### config.mk
export PLATFORM = sky130hd
export DESIGN_NAME = uart_tx_scheduler_flat
export DESIGN_NICKNAME = d
export VERILOG_FILES = /design/src/rtl/uart_tx_scheduler_if.sv /design/src/rtl/uart_tx_scheduler.sv /design/src/flat_wrapper.sv
export SDC_FILE = /design/constraint.sdc
export NUM_CORES = 1
export LEC_CHECK = 0
export ABC_CLOCK_PERIOD_IN_PS = 2300
export BUFFER_PORTS_ARGS = -buffer_cell sky130_fd_sc_hd__buf_2
export CORE_AREA = 2 2 81 44
export DETAILED_ROUTE_END_ITERATION = 10
export DIE_AREA = 0 0 83 46
export HOLD_SLACK_MARGIN = 0.12
export MAX_ROUTING_LAYER = met4
export PLACE_DENSITY = 0.71
export SLEW_MARGIN = 20
export SYNTH_ARGS = -nofsm -noshare
export SYNTH_HDL_FRONTEND = slang
export SYNTH_SLANG_ARGS = --single-unit
### constraint.sdc
create_clock -name clk -period 2.3 [get_ports clk]
set_clock_uncertainty 0.1 [all_clocks]
set_input_delay 0.115 -clock clk [delete_from_list [all_inputs] [get_ports clk]]
set_output_delay 0.115 -clock clk [all_outputs]
set_load 0.005 [all_outputs]
### src/rtl/uart_tx_scheduler_if.sv
// Request-side bundle for uart_tx_scheduler: per-requester valid/data in, one-hot ready out.
interface uart_tx_req_if #(
    parameter int NUM_REQ    = 4,
    parameter int DATA_WIDTH = 8
);
    logic [NUM_REQ-1:0]            req_valid;
    logic [NUM_REQ*DATA_WIDTH-1:0] req_data;
    logic [NUM_REQ-1:0]            req_ready;

    modport master (output req_valid, output req_data, input  req_ready);
    modport slave  (input  req_valid, input  req_data, output req_ready);
endinterface

### src/rtl/uart_tx_scheduler.sv
// Round-robin arbiter in front of a single 8N1/8N2-style UART serialiser; every bit
// boundary is taken from an external baud_tick pulse.
module uart_tx_scheduler #(
    parameter int NUM_REQ    = 4,
    parameter int DATA_WIDTH = 8,
    parameter int STOP_BITS  = 1
) (
    input  logic                       clk,
    input  logic                       rst,
    input  logic                       baud_tick,
    uart_tx_req_if.slave               req,
    output logic                       tx,
    output logic                       busy,
    output logic [$clog2(NUM_REQ)-1:0] grant_id,
    output logic                       frame_done
);
    localparam int ID_W  = $clog2(NUM_REQ);
    localparam int CNT_W = (DATA_WIDTH > 1) ? $clog2(DATA_WIDTH) : 1;

    typedef enum logic [2:0] {IDLE, WAIT_TICK, START, DATA, STOP} state_t;

    state_t                state_q, state_d;
    logic                  tx_q, tx_d;
    logic                  frame_done_q, frame_done_d;
    logic [ID_W-1:0]       grant_q, grant_d;
    logic [ID_W-1:0]       ptr_q, ptr_d;
    logic [DATA_WIDTH-1:0] shift_q, shift_d;
    logic [CNT_W-1:0]      bit_cnt_q, bit_cnt_d;
    logic                  stop_cnt_q, stop_cnt_d;

    logic                  found;
    logic [ID_W-1:0]       winner;
    logic                  accept;

    // First valid requester at or above ptr_q, wrapping past NUM_REQ-1.
    always_comb begin
        int idx;
        found  = 1'b0;
        winner = ptr_q;
        for (int k = 0; k < NUM_REQ; k++) begin
            idx = int'(ptr_q) + k;
            if (idx >= NUM_REQ) idx = idx - NUM_REQ;
            if (!found && req.req_valid[idx]) begin
                found  = 1'b1;
                winner = ID_W'(idx);
            end
        end
    end

    assign accept        = (state_q == IDLE) && found && !rst;
    assign req.req_ready = accept ? (NUM_REQ'(1) << winner) : '0;

    always_comb begin
        state_d      = state_q;
        tx_d         = tx_q;
        frame_done_d = 1'b0;
        grant_d      = grant_q;
        ptr_d        = ptr_q;
        shift_d      = shift_q;
        bit_cnt_d    = bit_cnt_q;
        stop_cnt_d   = stop_cnt_q;
        case (state_q)
            IDLE: begin
                // A tick coinciding with the accept is deliberately not used.
                if (accept) begin
                    shift_d = req.req_data[int'(winner)*DATA_WIDTH +: DATA_WIDTH];
                    grant_d = winner;
                    ptr_d   = (winner == ID_W'(NUM_REQ-1)) ? '0 : winner + ID_W'(1);
                    state_d = WAIT_TICK;
                end
            end
            WAIT_TICK: begin
                if (baud_tick) begin
                    tx_d    = 1'b0;
                    state_d = START;
                end
            end
            START: begin
                if (baud_tick) begin
                    tx_d      = shift_q[0];
                    shift_d   = shift_q >> 1;
                    bit_cnt_d = '0;
                    state_d   = DATA;
                end
            end
            DATA: begin
                if (baud_tick) begin
                    if (bit_cnt_q == CNT_W'(DATA_WIDTH-1)) begin
                        tx_d       = 1'b1;
                        stop_cnt_d = 1'b0;
                        state_d    = STOP;
                    end else begin
                        tx_d      = shift_q[0];
                        shift_d   = shift_q >> 1;
                        bit_cnt_d = bit_cnt_q + CNT_W'(1);
                    end
                end
            end
            STOP: begin
                if (baud_tick) begin
                    if (stop_cnt_q == 1'(STOP_BITS-1)) begin
                        frame_done_d = 1'b1;
                        state_d      = IDLE;
                    end else begin
                        stop_cnt_d = 1'b1;
                    end
                end
            end
            default: state_d = IDLE;
        endcase
    end

    always_ff @(posedge clk or posedge rst) begin
        if (rst) begin
            state_q      <= IDLE;
            tx_q         <= 1'b1;
            frame_done_q <= 1'b0;
            grant_q      <= '0;
            ptr_q        <= '0;
            shift_q      <= '0;
            bit_cnt_q    <= '0;
            stop_cnt_q   <= 1'b0;
        end else begin
            state_q      <= state_d;
            tx_q         <= tx_d;
            frame_done_q <= frame_done_d;
            grant_q      <= grant_d;
            ptr_q        <= ptr_d;
            shift_q      <= shift_d;
            bit_cnt_q    <= bit_cnt_d;
            stop_cnt_q   <= stop_cnt_d;
        end
    end

    assign tx         = tx_q;
    assign busy       = (state_q != IDLE);
    assign grant_id   = grant_q;
    assign frame_done = frame_done_q;
endmodule
### src/flat_wrapper.sv
// flat-port wrapper written by rule: the top's interface ports become plain ports
module uart_tx_scheduler_flat 
#(
    parameter int NUM_REQ    = 4,
    parameter int DATA_WIDTH = 8,
    parameter int STOP_BITS  = 1
)
  (clk, rst, baud_tick, tx, busy, grant_id, frame_done, req_req_valid, req_req_data, req_req_ready);
  uart_tx_req_if #(.NUM_REQ(NUM_REQ), .DATA_WIDTH(DATA_WIDTH)) req_i ();
  input  logic clk;
  input  logic rst;
  input  logic baud_tick;
  output logic tx;
  output logic busy;
  output logic [$clog2(NUM_REQ)-1:0] grant_id;
  output logic frame_done;
  input wire logic [$bits(req_i.req_valid)-1:0] req_req_valid;
  input wire logic [$bits(req_i.req_data)-1:0] req_req_data;
  output wire logic [$bits(req_i.req_ready)-1:0] req_req_ready;
  assign req_i.req_valid = req_req_valid;
  assign req_i.req_data = req_req_data;
  assign req_req_ready = req_i.req_ready;
  uart_tx_scheduler #(.NUM_REQ(NUM_REQ), .DATA_WIDTH(DATA_WIDTH), .STOP_BITS(STOP_BITS)) u_core (.clk(clk), .rst(rst), .baud_tick(baud_tick), .req(req_i), .tx(tx), .busy(busy), .grant_id(grant_id), .frame_done(frame_done));
endmodule
# Word-level counts from Yosys, hierarchy flattened
# Cells that the tools add are included.
[word_totals]
word_cells = 118
register_bits = 21
[classes]
order_cmp = 8
n_eq_ne = 14
n_mux = 56
reduce_logical = 21
add_sub_neg = 9
shift = 2
[ops]
columns = ["cell", "count"]
rows = [
  ["$lt A32 B4 Y1 const B", 4],
  ["$mux W32", 4],
  ["$ge A32 B4 Y1 const B", 3],
  ["$sub A32 B4 Y32 const B", 3],
  ["$mux W8", 4],
  ["$shiftx A32 B6 Y8", 1],
  ["$mux W3", 10],
  ["$pmux W8 S3", 1],
  ["$mux W1", 23],
  ["$pmux W3 S5", 1],
  ["$ne A2 B2 Y1 const B", 6],
  ["$reduce_and A4 Y1", 3],
  ["$mux W2", 5],
  ["$reduce_bool A3 Y1", 3],
  ["$bmux W1 S2", 4],
  ["$reduce_and A7 Y1", 1],
  ["$add A2 B2 Y3 const B", 2],
  ["$eq A3 B2 Y1 const B", 2],
  ["$eq A3 B3 Y1 const B", 2],
  ["$pmux W3 S2", 1],
  ["$logic_and A1 B1 Y1", 5],
  ["$reduce_and A5 Y1", 1],
  ["$logic_not A1 Y1", 4],
  ["$mux W4", 1],
  ["other kinds (14)", 16],
]

# Logic depth before layout (Yosys ltp)
[logic_depth]
depth_word = 19
depth_mapped = 8
depth_no_buf = 7

# Least setup slack after synthesis
# Ideal clock, no wire load.
[synth_path]
path_type = "register to output"
from = "register u_core.ptr_q[1]"
to = "output port req_req_ready[0]"
setup_slack_ns = 0.209
required_ns = 2.085
stages_incl_launch_ff = 8
arrival_time_ns = 1.876
cell_sequence = "dfrtp_1 -> and3b_1 -> a2111oi_4 -> or2_1 -> buf_4 -> clkinv_1 -> ha_1 -> and3_1"
[synth_between]
elab_chain_len = 18
elab_cells_between_ends = 45
cone_classes = "add/sub: 7; order compare: 4; shift: 1; mux: 25; reduce/logical: 8"
[synth_lines]
columns = ["item", "line_no", "rtl"]
rows = [
  ["start, declared", "uart_tx_scheduler.sv:26", "logic [ID_W-1:0] ptr_q, ptr_d;"],
  ["start signal, assigned", "uart_tx_scheduler.sv:128", "ptr_q <= ptr_d;"],
  ["parallel branches: the longest is 17 deep, another holds $sub A32 B4 Y32", "--", ""],
  ["$mux W4 (*)", "uart_tx_scheduler.sv:51", "assign req.req_ready = accept ? (NUM_REQ'(1) << winner) : '0;"],
  ["end, declared", "flat_wrapper.sv:19", "output wire logic [$bits(req_i.req_ready)-1:0] req_req_ready;"],
]
# Mark *: on every way between the ends. The select of a mux whose other input is x is not followed.

# Worst setup path after layout
# Same ends and word-level chain as after synthesis.

==> metrics.txt <==
outcome=finished, final reports clean; # clock sinks=20; Final min period=2170 ps; CP required=2090 ps; CP max-delay cell=dfrtp_2; YS warnings=0; Critical Path Start Type=flip-flop; starting DRC count in detailed routing=57; number of buffers created by CTS=3; first-pass GRT wire length=6.32 mm; Mapped Area=1340 um2; Synth Flop Type=dfrtp_1; ant diodes=0; synth cell count leaders=nand2_1 (22), dfrtp_1 (19), o21ai_0 (10); Syn-to-layout area delta=40.3%; Worst Path Buf+Inv=2; CTS root buffer=clkbuf_8; crit path DAT=1960 ps; Clock Latency Late Sink=260 ps; Critical Path Max Stage Delay=450 ps; CTS tree=yes; sequential share of the synthesized area=0.375; routed wire length=3.87 mm; Max Transition Viols Final=0; CP Class=reg2out; Yosys cell types=42; Die ar.=3820 um2; Sum Neg Setup Slack=0 ps; Least-Margin Pin Slew=854 ps; residual DRC count=0; r2r endpoint=u_core.shift_q[1]; synthesized net count=191; total number of H-tree levels=1; drt pass-1 iters=4; number of buffers added on ports=47; largest fanout on the critical path=7; CTS Buffer Depth=2; number of register bits inferred by synthesis=20; worst rel slew slack=0.426; GR Util All Layers=0.219; drt wl/cell=15.1 um; largest net degree at the start of global routing=21; Worst path top cell family by delay=simple AND/OR/NAND/NOR gates; internal reg-to-reg setup slack=200 ps; hold crit path type=in2reg; I/O Pins=48; top-count cell post-synth=nand2_1; reg2reg start=u_core.bit_cnt_q[0]; Hold Fails Final Rpt=0; # setup viols final=0; fraction of registers with async set/reset=1.00; HP Start=req_req_data[22]; non-filler instance count after layout=256; largest cells by area after synthesis=dfrtp_1 (36%), nand2_1 (6.2%), ha_1 (5.6%); initial antenna violation count=0; Post-synth EDFFs=0; RSZ-0062 raised after global routing=no; post-synthesis average cell area=9.17 um2; hold depth=3; site row count=15; Reg2Reg Depth=8; Synth top area share=0.355; vias in the first global route=1375; post-synth top area cell=dfrtp_1; Critical Path Sink Type=output pin; share of cells above drive strength 1=0.322; PwrDens=793 nW/um2; vias per inst=5.52; via count=1414; Placed Cells=235; fmax=460 MHz; remaining antenna violation count=0; fin nets=260; final estimated routing congestion in global placement=0.908; chip height=46 um; Core ar.=3210 um2; hold-critical path endpoint=u_core.shift_q[6]; final worst path period share=0.945; Die Wd=83 um; HPWL after DPL=2.93 mm; Worst-path clk slew=80 ps; crit-path cells=and3b_1 -> a2111oi_4 -> or2_4 -> clkinvlp_4 -> ha_1 -> and3_1 -> buf_2; Initial Util=0.417; total grt overflow=0; leakage power=0.889 nW; number of max-cap violations=0; peak supply drop=0.000318 V; Syn Inst Count=146; Critical Path Start=u_core.ptr_q[1]
## cell usage in the layout (no fill, tap or decap), types with 6 or more instances in the layout
cell	count
buf_2	47
nand2_1	22
dfrtp_1	18
dlygate4sd3_1	16
o21ai_0	10
or3_1	8
nor3b_1	7
a211oi_1	7
a311oi_1	7
ha_1	6
buf_4	6
## how the worst max path moves through the flow
stage               depth (start not counted)  slack (ps)                end
detailed placement                          7         140   req_req_ready[0]
global placement                            8         280  u_core.shift_q[5]
finish                                      7         130   req_req_ready[0]
CTS                                         7          40   req_req_ready[0]
global route                                7           7   req_req_ready[1]
floorplan                                   7         210   req_req_ready[0]
## cells by family after synthesis
logic type | Yosys count | share of synthesized area
simple gates | 66 | 0.273
compound gates | 43 | 0.239
mux | 2 | 0.0252
flops | 20 | 0.375
fa+ha+maj | 6 | 0.0561
buf+inv | 9 | 0.0318
## flip-flops by register name (all words and copies together) (netlist names)
signal             count
u_core.state_q         3
u_core.ptr_q           2
u_core.bit_cnt_q       3
u_core.grant_id        2
u_core.frame_done      1
u_core.shift_q         8
u_core.tx              1
## report_power, final
part	leakage, nW	switching (mW)	internal, mW
combinational	0.625	0.343	0.317
sequential	0.234	0.0884	0.472
clock	0.0288	0.116	0.152
total	0.889	0.548	0.942
## per-stage QoR
stage | worst slack (ps) | instance area, um2 | hold WS (ps) | total power [mW] | utilization
4_1_cts | 35.3 | 1860 | 146 | 1.47 | 0.580
6_report | 127 | 1880 | 139 | 1.49 | 0.585
2_1_floorplan | 209 | 1340 | -21.9 | 0.955 | -
3_5_place_dp | 139 | 1640 | 200 | 1.16 | 0.510
3_3_place_gp | 276 | 1640 | 196 | 1.12 | 0.510
5_1_grt | 6.93 | 1880 | 151 | 1.60 | 0.585
## cell type report
class	instances	area [um2]
well taps	42	52.6
flip-flops and latches	20	503
multi-input cells	117	808
inverters	4	18.8
clock buffers	4	55.1
fillers	289	1330
repair buffers	69	440
## metal layers
layer / global-route usage / up-vias / routed length (um)
met5: - / - / 0
met4: 0.0459 / 0 / 36
met3: 0.0453 / 4 / 259
met2: 0.356 / 58 / 1720
met1: 0.289 / 667 / 1850
li1: - / 685 / -
## worst reg2reg max path, cell delays in order, from the launching register on
cell and delay, ps:
dfrtp_1 420, ha_1 230, ha_1 260, and2_1 190
a2bb2oi_1 130, buf_4 160, or3_1 310, o21ai_0 90
a311oi_1 70
## repair_timing
action | 4_1_cts | 5_1_grt
resized for setup | 1 | 5
hold endpoints to repair | 28 | 0
gates cloned | 0 | 0
pin swaps | 1 | 2
setup buffers | 1 | 0
setup endpoints to repair | 2 | 3
hold buffers | 16 | 0
Note: power is estimated with default switching activity, not from simulation.
